--- src/rtl/ifetch_unit.sv ---
// Instruction fetch unit: sequential PC, 1-cycle BRAM interface, 2-entry (instr, pc) buffer.
// Optional feature: define IFETCH_MISALIGN_CHECK_EN to trap misaligned redirects in HALT.
module ifetch_unit #(
  parameter logic [31:0] RESET_PC = 32'h0000_0000
) (
  input  logic        clk,
  input  logic        resetn,
  output logic [31:0] imem_addr,
  output logic        imem_en,
  input  logic [31:0] imem_rdata,
  input  logic        redirect_valid,
  input  logic [31:0] redirect_pc,
  output logic        instr_valid,
  input  logic        instr_ready,
  output logic [31:0] instr,
  output logic [31:0] instr_pc
`ifdef IFETCH_MISALIGN_CHECK_EN
  ,
  output logic        fetch_misalign
`endif
);

  typedef enum logic [1:0] {StBoot, StRun, StHalt} state_e;

  state_e      state_q;
  logic [31:0] pc_q;
  logic [31:0] inflight_pc_q;
  logic        inflight_q;
  logic [31:0] instr_mem_q [2];
  logic [31:0] pc_mem_q    [2];
  logic        rd_ptr_q;
  logic        wr_ptr_q;
  logic [1:0]  count_q;

  logic [31:0] target_pc;
  logic        redirect_ok;
  logic        redirect_bad;
  logic        pop;
  logic        fill;
  logic        fetch_seq;
  logic [2:0]  occupancy;

`ifdef IFETCH_MISALIGN_CHECK_EN
  logic misalign_q;
  assign target_pc      = redirect_pc;
  assign redirect_ok    = redirect_valid && (redirect_pc[1:0] == 2'b00);
  assign redirect_bad   = redirect_valid && (redirect_pc[1:0] != 2'b00);
  assign fetch_misalign = misalign_q;
`else
  // Low address bits are dropped so a redirect is always word aligned.
  assign target_pc    = redirect_pc & ~32'h0000_0003;
  assign redirect_ok  = redirect_valid;
  assign redirect_bad = 1'b0;
`endif

  assign instr_valid = (count_q != 2'd0);
  assign instr       = instr_mem_q[rd_ptr_q];
  assign instr_pc    = pc_mem_q[rd_ptr_q];
  assign pop         = instr_valid && instr_ready;
  // The in-flight response is dropped whenever a redirect lands in its arrival cycle.
  assign fill        = inflight_q && !redirect_valid;

  always_comb begin
    occupancy = {1'b0, count_q} + {2'b00, inflight_q};
    fetch_seq = (state_q == StRun) && (occupancy < (3'd2 + {2'b00, pop}));
  end

  always_comb begin
    imem_en   = 1'b0;
    imem_addr = RESET_PC;
    if (resetn) begin
      imem_en   = redirect_ok || (!redirect_valid && fetch_seq);
      imem_addr = redirect_valid ? target_pc : pc_q;
    end
  end

  always_ff @(posedge clk or negedge resetn) begin
    if (!resetn) begin
      state_q        <= StBoot;
      pc_q           <= RESET_PC;
      inflight_q     <= 1'b0;
      inflight_pc_q  <= 32'h0;
      instr_mem_q[0] <= 32'h0;
      instr_mem_q[1] <= 32'h0;
      pc_mem_q[0]    <= 32'h0;
      pc_mem_q[1]    <= 32'h0;
      rd_ptr_q       <= 1'b0;
      wr_ptr_q       <= 1'b0;
      count_q        <= 2'd0;
`ifdef IFETCH_MISALIGN_CHECK_EN
      misalign_q     <= 1'b0;
`endif
    end else if (redirect_valid) begin
      rd_ptr_q      <= 1'b0;
      wr_ptr_q      <= 1'b0;
      count_q       <= 2'd0;
      inflight_q    <= redirect_ok;
      inflight_pc_q <= target_pc;
      if (redirect_ok) begin
        pc_q    <= target_pc + 32'd4;
        state_q <= StRun;
      end else if (redirect_bad) begin
        state_q <= StHalt;
      end
`ifdef IFETCH_MISALIGN_CHECK_EN
      misalign_q <= redirect_bad;
`endif
    end else begin
      if (state_q == StBoot) begin
        state_q <= StRun;
      end
      inflight_q <= fetch_seq;
      if (fetch_seq) begin
        pc_q          <= pc_q + 32'd4;
        inflight_pc_q <= pc_q;
      end
      if (fill) begin
        instr_mem_q[wr_ptr_q] <= imem_rdata;
        pc_mem_q[wr_ptr_q]    <= inflight_pc_q;
        wr_ptr_q              <= ~wr_ptr_q;
      end
      if (pop) begin
        rd_ptr_q <= ~rd_ptr_q;
      end
      unique case ({fill, pop})
        2'b10:   count_q <= count_q + 2'd1;
        2'b01:   count_q <= count_q - 2'd1;
        default: count_q <= count_q;
      endcase
    end
  end

endmodule

--- config.mk ---
export PLATFORM = sky130hd
export DESIGN_NAME = ifetch_unit
export DESIGN_NICKNAME = d
export VERILOG_FILES = /design/src/rtl/ifetch_unit.sv
export SDC_FILE = /design/constraint.sdc
export NUM_CORES = 1
export LEC_CHECK = 0
export ABC_CLOCK_PERIOD_IN_PS = 3600
export BUFFER_PORTS_ARGS = -buffer_cell sky130_fd_sc_hd__buf_2
export CAP_MARGIN = 15
export CORE_MARGIN = 5
export CORE_UTILIZATION = 60
export CTS_CLUSTER_SIZE = 28
export DETAILED_ROUTE_END_ITERATION = 7
export HOLD_SLACK_MARGIN = 0.02
export PLACE_DENSITY = 0.94
export SYNTH_ARGS = -nofsm -noshare
export SYNTH_HDL_FRONTEND = slang
export SYNTH_SLANG_ARGS = --single-unit
--- constraint.sdc ---
create_clock -name clk -period 3.6 [get_ports clk]
set_input_delay 0.54 -clock clk [delete_from_list [all_inputs] [get_ports clk]]
set_output_delay 0.54 -clock clk [all_outputs]
set_load 0.02 [all_outputs]
==> impl_metrics.env, run 1 <==
export IMPL_crit_chain="ha_1, ha_1, or3b_2, o32ai_2, nor2_1, inv_1, and2_1, buf_2"
export IMPL_tightest_slew_ns=1.00
export IMPL_vias_per_cell=5.80
export IMPL_synthArstFlopShare=1.00
export IMPL_initialDrtViolationCount=535
export IMPL_post_cts_buffers=0
export IMPL_setup_violations=0
export IMPL_clkTransAtPathRegs_ns=0.07
export IMPL_fillers=1113
export IMPL_yosys_register_bits=190
export IMPL_cp_start_kind="flip-flop"
export IMPL_drv_slew=0
export IMPL_ctsResizeCount=0
export IMPL_cpMaxStageDelayCell="or3b_2"
export IMPL_slew_headroom=0.332
export IMPL_fin_crit_ns=3.22
export IMPL_cts_buffer_depth=2
export IMPL_synth_seq_area_share=0.491
export IMPL_area_sequential_um2=4760
export IMPL_core_area_um2=15900
export IMPL_syn_area_um2=9690
export IMPL_crit_buf_inv=2
export IMPL_hpwl_um=15500
export IMPL_cpLargestDelayFamily="simple AND/OR/NAND/NOR gates"
export IMPL_fin_ws_ns=0.377
export IMPL_post_place_ws_ns=0.549
export IMPL_grt_max_degree=82
export IMPL_grt_antenna_before_repair=1
export IMPL_drc=0
export IMPL_nNetsFinal=1048
export IMPL_synth_ff_type="dfrtp_1"
export IMPL_power_leakage_uw=0.00503
export IMPL_grt_pass1_vias=7091
export IMPL_cp_required_ns=3.06
export IMPL_diodes=0
export IMPL_ys_types=50
export IMPL_numCtsBuffers=17
export IMPL_clock_latency_ns=0.43
export IMPL_io_pins=166
export IMPL_start_util=0.610
export IMPL_grt_pass1_wl_um=36200
export IMPL_crit_path_frequent_cell="ha_1"
export IMPL_synth_edf_count=0
export IMPL_post_drt_wl_per_cell_um=18.3
export IMPL_row_count=46
export IMPL_clock_skew_ns=0.0100
export IMPL_gp_congestion=0.873
export IMPL_grt_ovfl_total=0
export IMPL_ant_nets=0
export IMPL_syn_to_final_growth_pct=16.2
export IMPL_crit_path_max_incr_delay_ns=0.48
export IMPL_rsz0062_at_grt="false"
export IMPL_die_h_um=137
export IMPL_total_power_uw=7210
export IMPL_dieArea_um2=18800
export IMPL_avgSynthCellArea_um2=11.7
export IMPL_cts_root_buf="clkbuf_16"
export IMPL_run_status="complete, no violations"
export IMPL_clock_fmax_mhz=310
export IMPL_max_cap_violations=0
export IMPL_clkSinkCount=190
export IMPL_power_density_nw_per_um2=640
export IMPL_min_period_over_period=0.895
export IMPL_portBuffers=159
export IMPL_path_class="reg2out"
export IMPL_fin_setup_tns_ns=0
export IMPL_cp_max_fo=7
export IMPL_critPathArrivalTime_ns=2.68
export IMPL_cts_hold_buffers_added=0
export IMPL_dr_pass1_iters=5
export IMPL_grt_usage=0.245
export IMPL_cts_tree="yes"
export IMPL_htreeDepth=4
export IMPL_layout_drive_gt1_share=0.416
export IMPL_routed_wl_um=22100
export IMPL_end_kind="output port"
export IMPL_multi_input_comb_area_um2=4690
export IMPL_hold_violations=0
export IMPL_vias=6994
export IMPL_min_path_type="in2async"
export IMPL_fin_hold_ws_ns=0.0895
export IMPL_irDropWorstVdd_mv=0.379
export IMPL_die_w_um=137
export IMPL_yosysWarnings=0
export IMPL_synth_cells=828
[layout by cell type, fill, tap and decap left out, types with 14 or more instances in the layout]
master     count
dfrtp_1      189
o21ai_0       38
mux2_2       188
a21boi_0      21
a21oi_1       14
nand2b_1      22
nor2_1        32
clkbuf_16     17
nand2_1       61
mux2i_1       42
xnor2_1       39
nand3_1       17
xor2_1        15
buf_4         22
buf_2        157
[metal layers]
metal,wire [um],track usage
met5,9,0
met1,9460,0.332
met4,263,0.0643
met3,1610,0.0618
met2,10800,0.395
[cell usage after synthesis (3+ instances only)]
cell type | number | area share
nand3b_1 | 7 | 0.0054
buf_4 | 4 | 0.0031
nor2b_1 | 4 | 0.0026
buf_1 | 9 | 0.0035
mux2i_1 | 42 | 0.043
mux2_2 | 188 | 0.22
nor3_1 | 10 | 0.0052
xnor2_1 | 39 | 0.035
buf_2 | 9 | 0.0046
nand3_1 | 17 | 0.0088
clkbuf_1 | 30 | 0.012
nand4b_1 | 5 | 0.0045
nor4_2 | 3 | 0.0039
nor4_1 | 3 | 0.0019
inv_1 | 9 | 0.0035
a21boi_0 | 21 | 0.016
nor2_1 | 32 | 0.012
ha_1 | 3 | 0.0039
and2_1 | 9 | 0.0058
xor2_1 | 15 | 0.014
nand4_1 | 13 | 0.0084
a22oi_1 | 3 | 0.0023
o21ai_0 | 38 | 0.020
a21oi_1 | 14 | 0.0072
nand2b_1 | 22 | 0.014
nand2_1 | 61 | 0.024
dfrtp_1 | 190 | 0.49
[final timing paths]
check	start	endpoint	slack, ns	cells after the start
max	count_q[0]	imem_en	0.38	8
min	resetn	pc_mem_q[28]	0.09	1
max reg2reg	count_q[0]	pc_q[27]	0.83	7
min reg2reg	pc_mem_q[15]	pc_mem_q[15]	0.50	1
max in group asynchronous	resetn	rd_ptr_q	2.07	2
min in group clk	imem_rdata[30]	instr_mem_q[30]	0.35	2
[sequential cells by signal, summed over array words and instances (netlist names)]
| register | flops |
|---|---|
| count_q | 2 |
| inflight_pc_q | 30 |
| inflight_q | 1 |
| instr_mem_q | 64 |
| pc_mem_q | 60 |
| pc_q | 30 |
| rd_ptr_q | 1 |
| state_q | 1 |
| wr_ptr_q | 1 |
[final cells by class]
cell class                 instances  share of cell area
timing repair buffer             180              0.0857
tap                              216              0.0240
clock inverter                     9             0.00556
inverter                           9             0.00300
multi-input combinational        579               0.417
sequential                       190               0.422
clock buffer                      23              0.0424
[cell families after synthesis]
group,synth area share
other,0.000775
XOR/XNOR,0.0488
AND/OR/NAND/NOR,0.105
adder cells (fa/ha/maj),0.00387
AO/OA/AOI/OAI,0.0615
flip-flops,0.491
multiplexers,0.262
buffers and inverters,0.0275
[stage by stage]
stage	util	cell area, um2	std cells
after floorplan	-	9700	831
after global placement	0.675	10700	1174
after detailed placement	0.675	10700	1174
after CTS	0.709	11300	1206
after global routing	0.709	11300	1206
final	0.709	11300	1206
[power breakdown]
part	leakage, uW	internal (uW)	total, uW	switching (uW)
Sequential	0.00226	2800	3170	376
Combinational	0.00252	1120	2310	1190
Clock	0.000255	937	1730	789
Total	0.00503	4860	7210	2350
(Power assumes the default switching activity.)
==> inputs of run 2 (changes only) <==
BUFFER_PORTS_ARGS = default   (was -buffer_cell sky130_fd_sc_hd__buf_2)
DONT_BUFFER_PORTS = 1   (was default)
PLACE_DENSITY = 0.87   (was 0.94)
==> impl_metrics.env, run 2 (synthesis gave the netlist of run 1 again) <==
export IMPL_power_frac_seq=0.452
export IMPL_dr_pass1_iters=5
export IMPL_reg2reg_to="pc_q[16]"
export IMPL_grt_met3_usage=0.0919
export IMPL_grtUsageMet1=0.287
export IMPL_grt_pass1_vias=6335
export IMPL_crit_path_max_incr_delay_ns=0.48
export IMPL_violations="negative hold slack"
export IMPL_cp_max_fo=8
export IMPL_final_cell_area_um2=10400
export IMPL_layout_common_cells="189 x dfrtp_1, 188 x mux2_2, 61 x nand2_1"
export IMPL_path_class="reg2out"
export IMPL_layout_drive_gt1_share=0.293
export IMPL_die_h_um=137
export IMPL_cp_start_kind="flip-flop"
export IMPL_grt_usage=0.228
export IMPL_final_common_cell="dfrtp_1"
export IMPL_clock_fmax_mhz=315
export IMPL_vias_per_cell=5.95
export IMPL_core_area_um2=15900
export IMPL_hold_violations=190
export IMPL_critPathArrivalTime_ns=2.64
export IMPL_vias=6145
export IMPL_setup_violations=0
export IMPL_top_regs="instr_mem_q: 64 flops, pc_mem_q: 60 flops"
export IMPL_cts_buffer_depth=2
export IMPL_die_w_um=137
export IMPL_power_density_nw_per_um2=676
export IMPL_dieArea_um2=18800
export IMPL_fin_setup_tns_ns=0
export IMPL_p_comb_frac=0.271
export IMPL_p_int_uw=4870
export IMPL_numCtsBuffers=17
export IMPL_irDropWorstVdd_mv=0.383
export IMPL_drc=0
export IMPL_cts_root_buf="clkbuf_16"
export IMPL_largest_register_ffs=64
export IMPL_nNetsFinal=876
export IMPL_fin_hold_ws_ns=-0.187
export IMPL_grt_antenna_before_repair=0
export IMPL_tightest_slew_ns=0.953
export IMPL_cts_tree="yes"
export IMPL_drv_slew=0
export IMPL_gp_congestion=0.850
export IMPL_grt_pass1_wl_um=33500
export IMPL_grt_use_met2=0.363
export IMPL_worstReg2RegStart="inflight_q"
export IMPL_ant_nets=0
export IMPL_grt_max_degree=222
export IMPL_crit_path_frequent_cell="ha_1"
export IMPL_busiest_layer="met2"
export IMPL_run_status="finished with violations"
export IMPL_htreeDepth=4
export IMPL_r2r_slack_ns=0.84
export IMPL_max_cap_violations=0
export IMPL_cpMaxStageDelayCell="or3b_2"
export IMPL_clock_skew_ns=0.00812
export IMPL_critical_path_startpoint="inflight_q"
export IMPL_post_cts_buffers=0
export IMPL_post_drt_wl_per_cell_um=20.1
export IMPL_cp_required_ns=3.06
export IMPL_io_pins=166
export IMPL_ctsResizeCount=0
export IMPL_portBuffers=0
export IMPL_clock_latency_ns=0.42
export IMPL_switchingPower_uw=2180
export IMPL_clkSinkCount=190
export IMPL_diodes=0
export IMPL_p_clk_frac=0.277
export IMPL_top_register="instr_mem_q"
export IMPL_row_count=46
export IMPL_min_path_type="in2async"
export IMPL_worst_r2r_path_depth=8
export IMPL_end_kind="output port"
export IMPL_rsz0062_at_grt="false"
export IMPL_crit_chain="ha_1, ha_1, or3b_2, o32ai_2, nor2_1, inv_1, and2_1"
export IMPL_grt_ovfl_total=0
export IMPL_netSwitchingFraction=0.309
export IMPL_postPlaceCellArea_um2=9830
export IMPL_fin_crit_ns=3.18
export IMPL_min_period_over_period=0.883
export IMPL_routed_wl_um=20700
export IMPL_syn_to_final_growth_pct=7.71
export IMPL_power_leakage_uw=0.00435
export IMPL_clkTransAtPathRegs_ns=0.07
export IMPL_start_util=0.610
export IMPL_initialDrtViolationCount=411
export IMPL_hpwl_um=13800
export IMPL_slew_headroom=0.359
## run 2: cell count changes in the layout (fill, tap and decap cells not counted)
cell and change:
bufinv_16 +4, buf_2 -157, clkinvlp_4 -3, clkbuf_8 -3
clkbuf_1 -1, buf_12 +1, clkinv_2 -1, buf_4 -15
inv_6 +1
## run 2: metal layers
layer / up-vias / routed length (um)
li1: 2869 / -
met2: 207 / 9820
met3: 26 / 2210
met1: 3043 / 8330
met4: 0 / 359
met5: - / 0
## run 2: worst max-delay path, delay by kind of cell, from the launching register on
kind / cells / cell delay (ns)
and+or+nand+nor: 3 / 0.94
DFF: 1 / 0.47
adders and majority gates: 2 / 0.46
buffers and inverters: 1 / 0.22
AOI/OAI and AO/OA: 1 / 0.13
## run 2: power groups by stage
| stage | combinational [uW] | sequential [uW] | clock, uW |
|---|---|---|---|
| floorplan | 1720 | 3070 | 0 |
| global placement | 1870 | 3170 | 0 |
| detailed placement | 1930 | 3220 | 0 |
| CTS | 1940 | 3190 | 2000 |
| global route | 2070 | 3270 | 2100 |
| finish | 1910 | 3190 | 1950 |
## run 2: layout make-up
cell class,count,area (um2)
Clock buffer,20,447
Clock inverter,10,164
Fill cell,1212,5450
Inverter,9,33.8
Multi-Input combinational cell,579,4690
Sequential cell,190,4760
Tap cell,216,270
Timing Repair Buffer,8,72.6
## run 2: worst max-delay path by stage
stage,to,slack (ns)
2_1_floorplan,pc_q[20],0.75
3_3_place_gp,imem_en,0.91
3_5_place_dp,pc_q[16],0.87
4_1_cts,imem_en,0.42
5_1_grt,imem_en,0.30
6_report,imem_en,0.42
## run 2: stage by stage
stage	util	hold slack, ns	total power (uW)	instances	setup slack (ns)
after floorplan	-	0.244	4790	831	0.751
after global placement	0.619	0.249	5040	1002	0.905
after detailed placement	0.619	0.249	5150	1002	0.865
after CTS	0.657	-0.204	7120	1032	0.415
after global routing	0.657	-0.220	7440	1032	0.301
final	0.657	-0.187	7050	1032	0.421
